## src/rtl/muldiv_pkg.sv

```systemverilog
// Shared encodings for the multi-cycle multiply/divide/accumulate engine.
package muldiv_pkg;

  localparam logic [2:0] MD_MULT  = 3'b000;
  localparam logic [2:0] MD_MULTU = 3'b001;
  localparam logic [2:0] MD_DIV   = 3'b010;
  localparam logic [2:0] MD_DIVU  = 3'b011;
  localparam logic [2:0] MD_MADD  = 3'b100;
  localparam logic [2:0] MD_MADDU = 3'b101;
  localparam logic [2:0] MD_MSUB  = 3'b110;
  localparam logic [2:0] MD_MSUBU = 3'b111;

  localparam logic [1:0] S_IDLE = 2'd0;
  localparam logic [1:0] S_RUN  = 2'd1;
  localparam logic [1:0] S_FIX  = 2'd2;
  localparam logic [1:0] S_DONE = 2'd3;

  typedef enum logic [1:0] {
    ST_IDLE = S_IDLE,
    ST_RUN  = S_RUN,
    ST_FIX  = S_FIX,
    ST_DONE = S_DONE
  } state_e;

  function automatic logic op_is_div(input logic [2:0] op);
    return (op == MD_DIV) || (op == MD_DIVU);
  endfunction

  function automatic logic op_is_acc(input logic [2:0] op);
    return (op == MD_MADD) || (op == MD_MADDU) || (op == MD_MSUB) || (op == MD_MSUBU);
  endfunction

  function automatic logic op_is_sub(input logic [2:0] op);
    return (op == MD_MSUB) || (op == MD_MSUBU);
  endfunction

  // Even encodings are the signed variants.
  function automatic logic op_is_signed(input logic [2:0] op);
    return ~op[0];
  endfunction

endpackage

```

## src/rtl/muldiv_unit_div_core.sv

```systemverilog
// Restoring divider on unsigned magnitudes: one quotient bit per step.
module div_core #(
  parameter int unsigned WIDTH = 32
) (
  input  logic             clk,
  input  logic             rst,
  input  logic             load_i,
  input  logic             step_i,
  input  logic [WIDTH-1:0] dividend_i,
  input  logic [WIDTH-1:0] divisor_i,
  output logic [WIDTH-1:0] quot_o,
  output logic [WIDTH-1:0] rem_o,
  output logic             last_c
);

  localparam int unsigned CNT_W = $clog2(WIDTH + 1);

  logic [WIDTH-1:0] rem_q, rem_d;
  logic [WIDTH-1:0] quo_q, quo_d;
  logic [WIDTH-1:0] dvs_q, dvs_d;
  logic [CNT_W-1:0] cnt_q, cnt_d;
  logic [WIDTH:0]   shifted;
  logic [WIDTH-1:0] trial;
  logic             fits;

  always_comb begin
    rem_d   = rem_q;
    quo_d   = quo_q;
    dvs_d   = dvs_q;
    cnt_d   = cnt_q;
    shifted = {rem_q, quo_q[WIDTH-1]};
    fits    = (shifted >= {1'b0, dvs_q});
    // True difference is below the divisor, so the low WIDTH bits are exact.
    trial   = shifted[WIDTH-1:0] - dvs_q;
    if (load_i) begin
      rem_d = '0;
      quo_d = dividend_i;
      dvs_d = divisor_i;
      cnt_d = CNT_W'(WIDTH);
    end else if (step_i) begin
      rem_d = fits ? trial : shifted[WIDTH-1:0];
      quo_d = {quo_q[WIDTH-2:0], fits};
      cnt_d = cnt_q - CNT_W'(1);
    end
  end

  always_ff @(posedge clk) begin
    if (rst) begin
      rem_q <= '0;
      quo_q <= '0;
      dvs_q <= '0;
      cnt_q <= '0;
    end else begin
      rem_q <= rem_d;
      quo_q <= quo_d;
      dvs_q <= dvs_d;
      cnt_q <= cnt_d;
    end
  end

  assign quot_o = quo_q;
  assign rem_o  = rem_q;
  assign last_c = (cnt_q == CNT_W'(1));

endmodule

```

## src/rtl/muldiv_unit.sv

```systemverilog
// EX-stage multi-cycle MULT/DIV/MADD/MSUB engine producing a {hi,lo} result.
module muldiv_unit
  import muldiv_pkg::*;
#(
  parameter int unsigned WIDTH    = 32,
  parameter int unsigned MUL_STEP = 1
) (
  input  logic             clk,
  input  logic             rst,
  input  logic             start_i,
  input  logic [2:0]       op_i,
  input  logic [WIDTH-1:0] opa_i,
  input  logic [WIDTH-1:0] opb_i,
  input  logic [WIDTH-1:0] hi_i,
  input  logic [WIDTH-1:0] lo_i,
  input  logic             annul_i,
  output logic             stall_req_o,
  output logic             done_o,
  output logic [WIDTH-1:0] hi_o,
  output logic [WIDTH-1:0] lo_o,
  output logic             div_by_zero_o
);

  localparam int unsigned MUL_CYC = WIDTH / MUL_STEP;
  localparam int unsigned CNT_W   = $clog2(WIDTH + 1);
  localparam int unsigned W2      = 2 * WIDTH;

  state_e           state_q, state_d;
  logic [CNT_W-1:0] cnt_q, cnt_d;
  logic [W2-1:0]    mcand_q, mcand_d;
  logic [WIDTH-1:0] mplr_q, mplr_d;
  logic [W2-1:0]    prod_q, prod_d;
  logic [W2-1:0]    base_q, base_d;
  logic             is_div_q, is_div_d;
  logic             acc_q, acc_d;
  logic             sub_q, sub_d;
  logic             neg_res_q, neg_res_d;
  logic             neg_rem_q, neg_rem_d;
  logic [WIDTH-1:0] hi_q, hi_d;
  logic [WIDTH-1:0] lo_q, lo_d;
  logic             done_q, done_d;
  logic             dbz_q, dbz_d;

  logic             div_load, div_step, div_last;
  logic [WIDTH-1:0] div_quo, div_rem;
  logic             neg_a, neg_b, start_div;
  logic [WIDTH-1:0] mag_a, mag_b;
  logic [W2-1:0]    partial, prod_s, result;

  div_core #(.WIDTH(WIDTH)) u_div_core (
    .clk        (clk),
    .rst        (rst),
    .load_i     (div_load),
    .step_i     (div_step),
    .dividend_i (mag_a),
    .divisor_i  (mag_b),
    .quot_o     (div_quo),
    .rem_o      (div_rem),
    .last_c     (div_last)
  );

  // Operand magnitudes and final sign/accumulate fix-up.
  always_comb begin
    start_div = op_is_div(op_i);
    neg_a     = op_is_signed(op_i) & opa_i[WIDTH-1];
    neg_b     = op_is_signed(op_i) & opb_i[WIDTH-1];
    mag_a     = neg_a ? -opa_i : opa_i;
    mag_b     = neg_b ? -opb_i : opb_i;

    partial = prod_q;
    for (int i = 0; i < int'(MUL_STEP); i++) begin
      if (mplr_q[i]) partial = partial + (mcand_q << i);
    end

    prod_s = neg_res_q ? -prod_q : prod_q;
    if (is_div_q) begin
      result = {neg_rem_q ? -div_rem : div_rem, neg_res_q ? -div_quo : div_quo};
    end else if (acc_q) begin
      result = sub_q ? (base_q - prod_s) : (base_q + prod_s);
    end else begin
      result = prod_s;
    end
  end

  // Next-state and register updates.
  always_comb begin
    state_d   = state_q;
    cnt_d     = cnt_q;
    mcand_d   = mcand_q;
    mplr_d    = mplr_q;
    prod_d    = prod_q;
    base_d    = base_q;
    is_div_d  = is_div_q;
    acc_d     = acc_q;
    sub_d     = sub_q;
    neg_res_d = neg_res_q;
    neg_rem_d = neg_rem_q;
    hi_d      = hi_q;
    lo_d      = lo_q;
    done_d    = 1'b0;
    dbz_d     = 1'b0;
    div_load  = 1'b0;
    div_step  = 1'b0;

    case (state_q)
      ST_IDLE: begin
        if (start_i && !annul_i) begin
          is_div_d  = start_div;
          acc_d     = op_is_acc(op_i);
          sub_d     = op_is_sub(op_i);
          neg_res_d = neg_a ^ neg_b;
          neg_rem_d = neg_a;
          base_d    = {hi_i, lo_i};
          if (start_div && (opb_i == '0)) begin
            state_d = ST_DONE;
            hi_d    = '0;
            lo_d    = '0;
            done_d  = 1'b1;
            dbz_d   = 1'b1;
          end else begin
            state_d  = ST_RUN;
            div_load = start_div;
            mcand_d  = {{WIDTH{1'b0}}, mag_a};
            mplr_d   = mag_b;
            prod_d   = '0;
            cnt_d    = CNT_W'(MUL_CYC);
          end
        end
      end
      ST_RUN: begin
        if (annul_i) begin
          state_d = ST_IDLE;
        end else if (is_div_q) begin
          div_step = 1'b1;
          if (div_last) state_d = ST_FIX;
        end else begin
          prod_d  = partial;
          mcand_d = mcand_q << MUL_STEP;
          mplr_d  = mplr_q >> MUL_STEP;
          cnt_d   = cnt_q - CNT_W'(1);
          if (cnt_q == CNT_W'(1)) state_d = ST_FIX;
        end
      end
      ST_FIX: begin
        if (annul_i) begin
          state_d = ST_IDLE;
        end else begin
          state_d = ST_DONE;
          hi_d    = result[W2-1:WIDTH];
          lo_d    = result[WIDTH-1:0];
          done_d  = 1'b1;
        end
      end
      ST_DONE: state_d = ST_IDLE;
      default: state_d = ST_IDLE;
    endcase
  end

  always_ff @(posedge clk) begin
    if (rst) begin
      state_q   <= ST_IDLE;
      cnt_q     <= '0;
      mcand_q   <= '0;
      mplr_q    <= '0;
      prod_q    <= '0;
      base_q    <= '0;
      is_div_q  <= 1'b0;
      acc_q     <= 1'b0;
      sub_q     <= 1'b0;
      neg_res_q <= 1'b0;
      neg_rem_q <= 1'b0;
      hi_q      <= '0;
      lo_q      <= '0;
      done_q    <= 1'b0;
      dbz_q     <= 1'b0;
    end else begin
      state_q   <= state_d;
      cnt_q     <= cnt_d;
      mcand_q   <= mcand_d;
      mplr_q    <= mplr_d;
      prod_q    <= prod_d;
      base_q    <= base_d;
      is_div_q  <= is_div_d;
      acc_q     <= acc_d;
      sub_q     <= sub_d;
      neg_res_q <= neg_res_d;
      neg_rem_q <= neg_rem_d;
      hi_q      <= hi_d;
      lo_q      <= lo_d;
      done_q    <= done_d;
      dbz_q     <= dbz_d;
    end
  end

  // Stall is raised combinationally in the start cycle so EX freezes immediately.
  assign stall_req_o   = ((state_q == ST_IDLE) && start_i && !annul_i) ||
                         (state_q == ST_RUN) || (state_q == ST_FIX);
  assign done_o        = done_q;
  assign hi_o          = hi_q;
  assign lo_o          = lo_q;
  assign div_by_zero_o = dbz_q;

endmodule

```

## config.mk

```make
export PLATFORM = sky130hd
export DESIGN_NAME = muldiv_unit
export DESIGN_NICKNAME = d
export VERILOG_FILES = /design/src/rtl/muldiv_pkg.sv /design/src/rtl/muldiv_unit_div_core.sv /design/src/rtl/muldiv_unit.sv
export SDC_FILE = /design/constraint.sdc
export NUM_CORES = 2
export LEC_CHECK = 0
export BUFFER_PORTS_ARGS = -buffer_cell sky130_fd_sc_hd__buf_2
export CORE_MARGIN = 2
export CORE_UTILIZATION = 65
export CTS_CLUSTER_DIAMETER = 40
export DETAILED_ROUTE_END_ITERATION = 6
export MAX_ROUTING_LAYER = met4
export PLACE_DENSITY = 0.95
export SYNTH_ARGS = -nofsm -noshare
export SYNTH_HDL_FRONTEND = slang
export SYNTH_HIERARCHICAL = 1
export SYNTH_SLANG_ARGS = --single-unit
```

## constraint.sdc

```tcl
create_clock -name clk -period 10.3 [get_ports clk]
set_clock_uncertainty 0.1 [all_clocks]
set_input_delay 1.545 -clock clk [delete_from_list [all_inputs] [get_ports clk]]
set_output_delay 1.545 -clock clk [all_outputs]
set_load 0.005 [all_outputs]
```

==> impl_metrics.toml <==
[clock_tree]
cts.root.buffer_cell = "clkbuf_16"
cts_tree = "done"
cts.hold.buffers_added = 0
postCtsSetupRepairBufs = 0
clock_path_buffers = 3
ctsResizeCount = 0
clkLatencyLatePin_ps = 660
clk_pin_slew_ps = 60
numCtsBuffers = 61
cts_max_level = 2
clkSinkCount = 405

[sta]
layout_setup_ws_ps = 2604
finalCritPeriodShare = 0.7472
finalHoldViolCount = 0
drv_slew = 0
setup_viol = 0
finalCriticalPeriod_ps = 7696
tightestPinTransition_ps = 1218
max_freq_ghz = 0.1299
rsz0062_at_grt = "no"
relSlewSlack = 0.1879
hold_slack_ps = 346.8
tns_ps = 0

[setup_path]
crit_end = "hi_o[30]$_SDFFE_PP0P_"
cp-start-kind = "flop"
worstSetupPathType = "reg -> reg"
crit_fanout = 9
cp.depth = 24
path_common_cell = "nand3_1"
required_ps = 10740
crit_path_end_kind = "flop"
slowest_delay_ps = 890
cp-startpoint = "prod_q[0]$_SDFFE_PP0P_"
crit-reg2reg-launch = "prod_q[0]$_SDFFE_PP0P_"
crit_slowest_cell = "nor4b_1"
ff2ff_setup_slack_ps = 2600
r2r_end = "hi_o[30]$_SDFFE_PP0P_"
crit_family = "compound AO/OA/AOI/OAI gates"
ff2ff_path_depth = 24
cp_cell_sequence = "inv_1, ha_1, nor4b_1, nand3_1, o21ai_0, xnor2_1, or3_1, and2b_2, a21oi_1, xor2_1, ha_1, and2_1, nand3_1, nor4_1, nand3_1, a21oi_1, a311oi_1, o41ai_2, a31oi_1, a41oi_1, o21ai_1, a211oi_1, nand3_1, a32o_1"
crit_buf_inv = 1
worstPathArrival_ps = 8140

[grt]
busiest_layer = "met2"
use_met3 = 0.08265
grt_pass1_vias = 29910
met1_usage = 0.5229
grt_max_degree = 108
grt_overflow = 0
grtUsageTotal = 0.4236
antenna_found_initial = 1
grt_pass1_wl_um = 163400
grtUsageMet2 = 0.6408

[drt]
drcViolationCount = 0
wl_per_cell_um = 21.77
antenna_left = 0
wirelength_um = 105800
dr.pass1.iters = 7
drtIter0Drc = 4531
vias = 32490
vias_per_cell = 6.689

[final_layout]
fin_area_um2 = 34220
area_growth_pct = 10.29
drive_above_1_share = 0.1033
nNetsFinal = 4495
fill_cells = 3687
final_util = 0.7213

[synth]
synth_edf_count = 0
synthTopCellsByArea = "dfxtp_1, a21oi_1, ha_1"
ys_types = 106
ys_ff_latch = 405
ys_seq_area_frac = 0.2613
synth_fp_nets = 4459
syn_area_um2 = 31030
async_flop_share = 0
synth.avg_cell_area_um2 = 7.471
synthCells = 4153
synthTopCellsByCount = "a21oi_1, nand2_1, nor2_1"
yosysMostFrequentCell = "a21oi_1"
synth_warnings = 6
netlist.area_leader.share = 0.2613
ys.flop_type = "dfxtp_1"
synth_largest_area_cell = "dfxtp_1"

[pwr]
internal-power_w = 0.003429
p_clk_frac = 0.419
powerDensity_nw_per_um2 = 153.6
combPwrFrac = 0.266
switchingPower_w = 0.001828
power.leakage_nw = 14.72
power.switching_fraction = 0.3478
p_seq_frac = 0.315
peakVddDrop_v = 0.0001327

[place]
placed_area_um2 = 32040
dp_slack_ps = 2967
gp_congestion = 1.050
dpl.hpwl_um = 77290
port_buffers = 201

[flow_run]
drv_cap = 0

[hold_path]
hold_class = "reg -> reg"
min_from = "hi_o[16]$_SDFFE_PP0P_"
hold_depth = 2

[run_status]
status = "finished, final reports clean"

[die]
num_rows = 80
num_io_pins = 202
die_h_um = 222.5
core_area_um2 = 47450
fp.dieW_um = 222.5
start_util = 0.6540
die_area_um2 = 49500
[power groups by stage]
stage	combinational, W	sequential (W)	clock [W]
6_report	0.00140	0.00166	0.00220
5_1_grt	0.00150	0.00166	0.00227
4_1_cts	0.00135	0.00165	0.00221
3_5_place_dp	0.00134	0.00169	0
3_3_place_gp	0.00133	0.00169	0
2_1_floorplan	0.00102	0.00166	0
[sequential cells by signal, indices dropped and copies added, names as in the netlist, 2 cells and up]
| name | cells |
|---|---|
| state_q | 2 |
| mcand_q | 64 |
| prod_q | 64 |
| base_q | 64 |
| cnt_q | 6 |
| u_div_core/cnt_q | 6 |
| u_div_core/dvs_q | 32 |
| u_div_core/rem_o | 32 |
| hi_o | 32 |
| mplr_q | 32 |
| u_div_core/quot_o | 32 |
| lo_o | 32 |
[worst min-delay path, delay by kind of cell (launching register included)]
kind | cells | cell delay, ps
flip-flops | 1 | 310
AND/OR/NAND/NOR | 2 | 90
[worst min-delay path by stage]
stage and end:
2_1_floorplan mplr_q[31]$_SDFFE_PP0P_, 3_3_place_gp hi_o[16]$_SDFFE_PP0P_, 3_5_place_dp hi_o[25]$_SDFFE_PP0P_, 4_1_cts hi_o[25]$_SDFFE_PP0P_, 5_1_grt mcand_q[44]$_SDFFE_PP0P_, 6_report hi_o[16]$_SDFFE_PP0P_
[area by class of cell]
| class | instances | area (µm²) | area share |
|---|---|---|---|
| Multi-Input combinational cell | 3381 | 21500 | 0.6284 |
| Sequential cell | 405 | 8120 | 0.2373 |
| Clock buffer | 68 | 1604 | 0.04687 |
| Timing Repair Buffer | 230 | 1232 | 0.03601 |
| Tap cell | 615 | 769.5 | 0.02249 |
| Clock inverter | 47 | 570.5 | 0.01667 |
| Inverter | 110 | 415.4 | 0.01214 |
| Antenna cell | 2 | 5.005 | 0.0001462 |
[stage by stage]
step                      std cells  power [W]
after floorplan                4153   0.002684
after global placement         4741   0.003018
after detailed placement       4741   0.003027
after CTS                      4856   0.005216
after global routing           4857   0.005436
final                          4858   0.005258
[routing by layer]
layer  vias to the layer above  routed length [µm]
met1                     15020               40860
li1                      14980                   -
met3                       516               11820
met2                      1974               45620
met5                         -                   0
met4                         0                7475
[cell usage in the layout, fill, tap and decap left out, types with 84 or more instances in the layout]
master    netlist  routed
nor2_1        466     464
xor2_1        238     238
ha_1          168     168
xnor2_1       146     146
o21ai_0       198     198
a211oi_1       84      84
buf_2          21     200
dfxtp_1       405     401
mux2i_1       109     109
nand2_1       479     478
a21o_1         90      90
a21oi_1       510     509
inv_1         107     107
[cell families (layout without fill, tap and decap cells)]
family	Yosys count	count (layout)	share of synthesized area
fa+ha+maj	171	171	0.06968
other cells	0	2	0
compound gates	1256	1256	0.2552
buf+inv	367	455	0.04815
xor+xnor	385	385	0.1089
simple gates	1451	1451	0.2184
flops	405	405	0.2613
mux	118	118	0.03843
Power figures use the tool's default switching activity.
